[src/rtl/vdas_pkg.sv]
// Shared definitions for the data-collection path: UART TX state encoding,
// data width, and the source tag bytes that lead each record in the write queue.
package vdas_pkg;

    localparam int UART_DATA_W = 8;

    typedef enum logic [2:0] {
        TX_IDLE   = 3'd0,
        TX_START  = 3'd1,
        TX_DATA   = 3'd2,
        TX_PARITY = 3'd3,
        TX_STOP   = 3'd4
    } tx_state_t;

    localparam logic [7:0] TAG_DIN   = 8'd1;
    localparam logic [7:0] TAG_ADC0  = 8'd2;
    localparam logic [7:0] TAG_ADC1  = 8'd3;
    localparam logic [7:0] TAG_CADC0 = 8'd4;
    localparam logic [7:0] TAG_CADC1 = 8'd5;

    function automatic logic even_parity(input logic [UART_DATA_W-1:0] d);
        return ^d;
    endfunction

endpackage

[src/rtl/uart_baud_tick.sv]
// Bit-period counter: ticks on the last cycle of each period and wraps to 0.
// long_i stretches the period to MAX_BITS bit times (used for multi-bit stop).
module uart_baud_tick #(
    parameter int CLKS_PER_BIT = 104,
    parameter int MAX_BITS     = 1
) (
    input  logic clk,
    input  logic rst,
    input  logic restart_i,
    input  logic long_i,
    output logic tick_o
);

    localparam int CNT_W = (CLKS_PER_BIT * MAX_BITS > 1) ? $clog2(CLKS_PER_BIT * MAX_BITS) : 1;
    localparam logic [CNT_W-1:0] LAST_SHORT = CNT_W'(CLKS_PER_BIT - 1);
    localparam logic [CNT_W-1:0] LAST_LONG  = CNT_W'(CLKS_PER_BIT * MAX_BITS - 1);

    logic [CNT_W-1:0] cnt_q;
    logic [CNT_W-1:0] cnt_d;
    logic [CNT_W-1:0] last;

    assign last   = long_i ? LAST_LONG : LAST_SHORT;
    assign tick_o = !restart_i && (cnt_q == last);

    always_comb begin
        cnt_d = cnt_q + CNT_W'(1);
        if (restart_i || tick_o) begin
            cnt_d = '0;
        end
    end

    always_ff @(posedge clk) begin
        if (rst) begin
            cnt_q <= '0;
        end else begin
            cnt_q <= cnt_d;
        end
    end

endmodule

[src/rtl/uart_tx_drain.sv]
// Pops bytes from the write queue head and sends them as 8N1 UART frames.
// Define UART_TX_PARITY_EN to add an even-parity bit after the data bits.
module uart_tx_drain
    import vdas_pkg::*;
#(
    parameter int CLKS_PER_BIT = 104,
    parameter int STOP_BITS    = 1
) (
    input  logic                   clk,
    input  logic                   rst,
    input  logic [UART_DATA_W-1:0] in_write,
    input  logic                   em_write,
    output logic                   pp_write,
    output logic                   tx,
    output logic                   busy
);

    tx_state_t              state_q, state_d;
    logic [UART_DATA_W-1:0] shift_q, shift_d;
    logic [2:0]             bit_q, bit_d;
    logic                   tx_q, tx_d;
    logic                   busy_q, busy_d;
    logic                   pp_q, pp_d;
    logic                   tick;
`ifdef UART_TX_PARITY_EN
    logic                   parity_q, parity_d;
`endif

    // Counter is held at zero in IDLE so every frame starts phase-aligned.
    uart_baud_tick #(
        .CLKS_PER_BIT (CLKS_PER_BIT),
        .MAX_BITS     (STOP_BITS)
    ) u_baud (
        .clk       (clk),
        .rst       (rst),
        .restart_i (state_q == TX_IDLE),
        .long_i    (state_q == TX_STOP),
        .tick_o    (tick)
    );

    always_comb begin
        state_d  = state_q;
        shift_d  = shift_q;
        bit_d    = bit_q;
        tx_d     = tx_q;
        busy_d   = busy_q;
        pp_d     = 1'b0;
`ifdef UART_TX_PARITY_EN
        parity_d = parity_q;
`endif
        case (state_q)
            TX_IDLE: begin
                tx_d   = 1'b1;
                busy_d = 1'b0;
                if (!em_write) begin
                    shift_d = in_write;
`ifdef UART_TX_PARITY_EN
                    parity_d = even_parity(in_write);
`endif
                    pp_d    = 1'b1;
                    tx_d    = 1'b0;
                    busy_d  = 1'b1;
                    state_d = TX_START;
                end
            end
            TX_START: begin
                if (tick) begin
                    bit_d   = 3'd0;
                    tx_d    = shift_q[0];
                    state_d = TX_DATA;
                end
            end
            TX_DATA: begin
                if (tick) begin
                    if (bit_q == 3'd7) begin
`ifdef UART_TX_PARITY_EN
                        tx_d    = parity_q;
                        state_d = TX_PARITY;
`else
                        tx_d    = 1'b1;
                        state_d = TX_STOP;
`endif
                    end else begin
                        // Drive the next bit on the same edge the register shifts.
                        shift_d = shift_q >> 1;
                        tx_d    = shift_q[1];
                        bit_d   = bit_q + 3'd1;
                    end
                end
            end
`ifdef UART_TX_PARITY_EN
            TX_PARITY: begin
                if (tick) begin
                    tx_d    = 1'b1;
                    state_d = TX_STOP;
                end
            end
`endif
            TX_STOP: begin
                if (tick) begin
                    tx_d    = 1'b1;
                    busy_d  = 1'b0;
                    state_d = TX_IDLE;
                end
            end
            default: begin
                tx_d    = 1'b1;
                busy_d  = 1'b0;
                state_d = TX_IDLE;
            end
        endcase
    end

    always_ff @(posedge clk) begin
        if (rst) begin
            state_q  <= TX_IDLE;
            shift_q  <= '0;
            bit_q    <= '0;
            tx_q     <= 1'b1;
            busy_q   <= 1'b0;
            pp_q     <= 1'b0;
`ifdef UART_TX_PARITY_EN
            parity_q <= 1'b0;
`endif
        end else begin
            state_q  <= state_d;
            shift_q  <= shift_d;
            bit_q    <= bit_d;
            tx_q     <= tx_d;
            busy_q   <= busy_d;
            pp_q     <= pp_d;
`ifdef UART_TX_PARITY_EN
            parity_q <= parity_d;
`endif
        end
    end

    assign tx       = tx_q;
    assign busy     = busy_q;
    assign pp_write = pp_q;

endmodule

[config.mk]
export PLATFORM = sky130hd
export DESIGN_NAME = uart_tx_drain
export DESIGN_NICKNAME = d
export VERILOG_FILES = /design/src/rtl/vdas_pkg.sv /design/src/rtl/uart_baud_tick.sv /design/src/rtl/uart_tx_drain.sv
export SDC_FILE = /design/constraint.sdc
export NUM_CORES = 1
export LEC_CHECK = 0
export CAP_MARGIN = 20
export CORE_UTILIZATION = 58
export CTS_CLUSTER_SIZE = 24
export DETAILED_ROUTE_END_ITERATION = 16
export PLACE_DENSITY = 0.91
export SETUP_SLACK_MARGIN = 0.2
export SYNTH_ARGS = -nofsm -noshare
export SYNTH_HDL_FRONTEND = slang
export SYNTH_SLANG_ARGS = --single-unit
export TNS_END_PERCENT = 30
[constraint.sdc]
create_clock -name clk -period 3.8 [get_ports clk]
set_input_delay 0.76 -clock clk [delete_from_list [all_inputs] [get_ports clk]]
set_output_delay 0.76 -clock clk [all_outputs]
set_load 0.1 [all_outputs]
==> impl_results.md, run 1 <==
- DP Area: 1320 um^2
- Starting Density: 0.611
- Chip height: roughly 47 um
- Largest net degree at the start of global routing: 24
- Arr. time, crit path: 1.88 ns
- Area of the multi-input gates: 664 um^2
- Finished Layout Cells: 169
- List of most frequent post-synthesis cells: 24 x dfxtp_1, 17 x nor2_1, 10 x a211oi_1
- Slew Viols, Final: 0
- Placement Rows: 16
- Crit path time final: 2.64 ns
- Routed WL: approximately 2300 um
- Crit path required time: 3.04 ns
- Slew margin rel.: 0.349
- Fillers: 163
- H-tree depth: 1
- Number of global-route vias before repair: 877
- Dpl ws: 1.45 ns
- IO Pins: 14
- Clock sink total: 24
- Post-route ant nets: 0
- Nets@finish: 157
- WS Path Type: flop to primary output
- Setup WS post-layout: 1.16 ns
- TritonCTS clock tree: built
- Hold Vio Cnt, Final: 0
- Routed vias/inst: 5.89
- Yosys warnings: 0
- Gpl congestion: 0.762
- Least-Margin Pin Slew: 0.973 ns
- Top-count cell post-synth: dfxtp_1
- Vias post-DR: 995
- Clock latency on the worst-skew pair: around 0.32 ns
- R2r setup slk: 1.70 ns
- Crit path largest cell delay: 1.16 ns
- Die ar.: 2230 um^2
- TritonRoute pass-1 iters: 4
- Flops & latches, synth: 24
- Number of max-cap violations: 0
- DR WL/cell: roughly 14 um
- Initial antenna violation count: 0
- Total Power: 0.523 mW
- Synth unique cells: 37
- DRT iter0 DRCs: 23
- Total CTS buffers: 3
- Sequential area share after synthesis: 0.405
- Placed Cells: 165
- Syn Area/Cell: 9.00 um^2
- Register Area: 480 um^2
- Synthesized area: 1190 um^2
- RSZ-0062 raised after global routing: no
- Root Driver: clkbuf_4
- PD cells: 382 nW/um^2
- Diodes inserted: 0
- CTS Hold Bufs: 0
- Leak: 0.468 nW
- Total GRT Usage: 0.234
- Synth top area share: 0.405
- First-pass GRT wire length: 3600 um
- Final setup viols: 0
- Core ar.: 1940 um^2
- Final Skew: 0.00228 ns
- Crit-path slowest cell: clkdlybuf4s50_1
- Synth area leaders: dfxtp_1 40%, a211oi_1 6.3%, mux2i_1 5.9%
- CP top delay family: buffers and inverters
- Final instance area: between 1000 and 1500 um^2
- Layout cell share with drive strength beyond 1: 0.0845
- Fmax achieved: about 380 MHz
- Drc violations: 0
- EDFF count, synth: 0
- Syn Inst Count: roughly 130
- Syn_nets: about 150
- HP Class: flop to flop
- Period Utilization, post-route: 0.694
- HPWL after detailed placement: 1680 um
- CP Buf/Inv Count: 1
- CTS clk-pin slew, worst paths: 0.13 ns
- Critical Path End Type: primary output
- Async S/R FF share, synth: 0
- P&R area growth vs syn: 15.3%
- Setup TNS Final: 0 ns
- Top_reg_cell synth: dfxtp_1
- Overflow after GRT: 0
- Crit start category: flop
- # Post-CTS Setup Buffers: 0
- Crit-path cells: clkdlybuf4s50_1
- Critical Path Fanout Max: 3
- Area leader, netlist: dfxtp_1
- Buffers added on ports: 13
- Max Root-Sink Buffers: 2
- Cts repair resizes: 0
- VDD IR max: 350 uV
- Die Width: 47.2 um
- Status: completed
-- metal layers --
layer	share of wire	track usage
met4	0.037	0.154
met3	0.036	0.0346
met5	0	0
met1	0.44	0.273
met2	0.49	0.395
-- stage by stage --
step	hold slack, ns	utilization
6_report	0.465	0.705
5_1_grt	0.492	0.705
4_1_cts	0.471	0.705
3_5_place_dp	0.447	0.678
3_3_place_gp	0.426	0.678
2_1_floorplan	0.418	-
-- power by group --
group / internal, mW / switching (mW)
clock network: 0.107 / 0.0778
logic: 0.0285 / 0.0378
registers: 0.263 / 0.00939
total: 0.398 / 0.125
-- path summary, 6_finish.rpt --
| kind | startpoint | to | cells after the start |
|---|---|---|---|
| setup / recovery | busy | busy | 1 |
| hold / removal | u_baud.cnt_q[0] | u_baud.cnt_q[0] | 1 |
| setup reg to reg | state_q[1] | bit_q[0] | 4 |
| hold reg to reg | u_baud.cnt_q[0] | u_baud.cnt_q[0] | 1 |
-- kinds of logic (layout without fill, tap and decap cells) --
| logic type | Yosys count | count (layout) | synth area share |
|---|---|---|---|
| xor+xnor | 4 | 4 | 0.0295 |
| mux | 7 | 7 | 0.0590 |
| buf+inv | 9 | 19 | 0.0358 |
| fa+ha+maj | 3 | 3 | 0.0316 |
| simple gates | 57 | 57 | 0.278 |
| flops | 24 | 24 | 0.405 |
| compound gates | 28 | 28 | 0.161 |
-- cell usage in the layout (no fill, tap or decap), drive strengths merged, types with 3 or more instances in the layout --
cell type | netlist | layout
nor3 | 4 | 4
ha | 3 | 3
a211oi | 10 | 10
o21ai | 6 | 6
clkdlybuf4s50 | 0 | 13
a21oi | 6 | 6
nor2 | 17 | 17
mux2i | 7 | 7
nand3 | 3 | 3
nand3b | 5 | 5
dfxtp | 24 | 24
nor3b | 3 | 3
nand2 | 4 | 4
nand2b | 6 | 6
or4 | 3 | 3
clkbuf | 2 | 3
-- layout make-up --
class                      instances  share of cell area
timing repair buffer              13              0.0951
clock buffer                       3              0.0165
inverter                           2             0.00548
tap                               27              0.0247
sequential                        24               0.351
clock inverter                     1              0.0219
multi-input combinational         99               0.485
-- flip-flops by register name (all words and copies together), names as in the netlist --
name          cells
bit_q             3
busy              1
pp_write          1
shift_q           8
state_q           3
tx                1
u_baud.cnt_q      7
(Power assumes the default switching activity.)
==> run 2, diff against run 1 <==
--- a/config.mk
+++ b/config.mk
@@ -6,10 +6,10 @@
 export NUM_CORES = 1
 export LEC_CHECK = 0
 export CAP_MARGIN = 20
-export CORE_UTILIZATION = 58
+export CORE_UTILIZATION = 48
 export CTS_CLUSTER_SIZE = 24
 export DETAILED_ROUTE_END_ITERATION = 16
-export PLACE_DENSITY = 0.91
+export PLACE_DENSITY = 0.82
 export SETUP_SLACK_MARGIN = 0.2
 export SYNTH_ARGS = -nofsm -noshare
 export SYNTH_HDL_FRONTEND = slang
==> constraint.sdc (replaced) <==
create_clock -name clk -period 2.2 [get_ports clk]
set_input_delay 0.44 -clock clk [delete_from_list [all_inputs] [get_ports clk]]
set_output_delay 0.44 -clock clk [all_outputs]
set_load 0.1 [all_outputs]
==> run 2 against run 1 <==
Net effect: cell area is 1.2% higher; cell count is 2.4% higher; largest cell class unchanged; setup slack worse by 0.83 ns; global-route usage is 4.8 points lower; combinational power is 70% higher; highest routed layer unchanged; first-iteration DRC count is 22% higher; critical endpoint is now bit_q[0]; routed wire length down 4.9%; count of clock-buffer cells in the layout is the same; non-clock buffer count is 3 higher; flip-flop and latch count did not move; sequential power rose by 73%.
==> impl_results.md, run 2 (synthesized netlist as in run 1, its figures left out) <==
- R2r setup slk: 0.34 ns
- Number of max-cap violations: 0
- Chip height: between 50 and 60 um
- Arr. time, crit path: 2.11 ns
- Final setup viols: 0
- P&R area growth vs syn: 16.6%
- CTS clk-pin slew, worst paths: 0.13 ns
- CTS Hold Bufs: 0
- Placed Cells: 168
- Nets@finish: 160
- WS Path Type: flop to flop
- HP Class: flop to flop
- CP top delay family: simple AND/OR/NAND/NOR gates
- Period Utilization, post-route: 0.847
- Max Root-Sink Buffers: 2
- Clock share of power: 0.350
- Most common library cell in the layout ignoring fill and taps: dfxtp_1
- Critical Path Sink: bit_q[0]
- Most frequent cells in the layout: 24 x dfxtp_1, 17 x nor2_1, 10 x a211oi_1, 10 x clkdlybuf4s50_1, 7 x mux2i_1
- Clock sink total: 24
- Clock latency on the worst-skew pair: 0.31 ns
- CP Buf/Inv Count: 0
- PD cells: 649 nW/um^2
- Gpl congestion: 0.831
- CP Launch Point: bit_q[0]
- DP Area: approximately 1300 um^2
- Crit path time final: about 1.9 ns
- Drc violations: 0
- Crit-path cells: ha_1, ha_1, nor3b_1, o2111ai_2, or4_1, a21oi_1
- Starting Density: 0.522
- Crit start category: flop
- Cells on worst reg2reg path: 6
- Final instance area: 1390 um^2
- Register with the most flip-flops: shift_q
- Leak: 0.486 nW
- Vias post-DR: slightly below 1,000
- IO Pins: 14
- Crit-path slowest cell: or4_1
- RR Endpoint: bit_q[0]
- Die ar.: 2680 um^2
- Flop pwr share: 0.523
- Sw power: 0.211 mW
- Part of the power in combinational logic: 0.126
- DR WL/cell: 12.8 um
- Routed vias/inst: roughly 5.6
- Critical Path End Type: flop
- Hold Vio Cnt, Final: 0
- Total GRT Usage: 0.186
- Slew Viols, Final: 0
- Slew margin rel.: 0.707
- Diodes inserted: 0
- Number of global-route vias before repair: between 800 and 900
- Total Power: ~0.9 mW
- Max FFs per register: 8
- Overflow after GRT: 0
- Crit path largest cell delay: 0.42 ns
- Buffers added on ports: 13
- H-tree depth: 1
- Status: completed
- DRT iter0 DRCs: 28
- Setup TNS Final: 0 ns
- Fmax achieved: between 500 and 600 MHz
- Root Driver: clkbuf_4
- Cell count along the critical path: 6
- Least-Margin Pin Slew: between 0.4 and 0.5 ns
- Final Skew: 0.00338 ns
- Crit path required time: 2.45 ns
- Critical Path Fanout Max: 5
- Placement Rows: 17
- TritonRoute pass-1 iters: 4
- TritonCTS clock tree: built
- Largest regs: shift_q (8), u_baud.cnt_q (7)
- Top cell by count, worst path: ha_1
- Pint: 0.687 mW
- Initial antenna violation count: 0
- Layout cell share with drive strength beyond 1: 0.124
- Die Width: 51.7 um
- RSZ-0062 raised after global routing: no
- First-pass GRT wire length: 3680 um
- Reg-to-reg startpoint: bit_q[0]
- Largest net degree at the start of global routing: 19
- Routed WL: 2210 um
- Post-route ant nets: 0
- Switching portion of total power: 0.235
- Total CTS buffers: 3
- HPWL after detailed placement: approximately 1600 um
- VDD IR max: just under 400 uV
- Core ar.: 2280 um^2
- Finished Layout Cells: between 150 and 200
==> run 2: stage by stage <==
step | worst slack (ns) | util | hold WS, ns
after floorplan | 0.487 | - | 0.418
after global placement | 0.406 | 0.582 | 0.428
after detailed placement | 0.332 | 0.582 | 0.438
after CTS | 0.288 | 0.605 | 0.464
after global routing | 0.210 | 0.609 | 0.484
final | 0.337 | 0.609 | 0.458
==> run 2: how the worst min path moves through the flow <==
stage | slack (ns) | cells after the start | endpoint | startpoint
floorplan | 0.42 | 1 | u_baud.cnt_q[0] | u_baud.cnt_q[0]
global placement | 0.43 | 1 | u_baud.cnt_q[0] | u_baud.cnt_q[0]
detailed placement | 0.44 | 1 | u_baud.cnt_q[0] | u_baud.cnt_q[0]
CTS | 0.46 | 1 | u_baud.cnt_q[0] | u_baud.cnt_q[0]
global route | 0.48 | 1 | u_baud.cnt_q[0] | u_baud.cnt_q[0]
finish | 0.46 | 1 | u_baud.cnt_q[0] | u_baud.cnt_q[0]
==> run 2: layout make-up <==
class	instances	area (um^2)
Clock buffer	3	22.5
Clock inverter	1	30.0
Fill cell	186	891
Inverter	2	7.51
Multi-Input combinational cell	99	664
Sequential cell	24	480
Tap cell	28	35.0
Timing Repair Buffer	16	145
==> run 2: routing by layer <==
| layer | routed length, um | share of wire | track usage |
|---|---|---|---|
| met1 | 1060 | 0.48 | 0.226 |
| met2 | 1080 | 0.49 | 0.310 |
| met3 | 61 | 0.028 | 0.0556 |
| met4 | 14 | 0.0063 | 0.0631 |
| met5 | 0 | 0 | 0 |
==> run 2: what timing repair did <==
| action | 4_1_cts | 5_1_grt |
|---|---|---|
| endpoints found under the setup margin | 0 | 1 |
| resized for setup | 0 | 0 |
| buffers inserted | 0 | 1 |
==> run 2: power groups by stage <==
stage	Clock, mW	Combinational, mW	Sequential (mW)
2_1_floorplan	0	0.0573	0.501
5_1_grt	0.346	0.123	0.474
6_report	0.315	0.113	0.470
3_5_place_dp	0	0.113	0.480
3_3_place_gp	0	0.111	0.478
4_1_cts	0.322	0.114	0.470
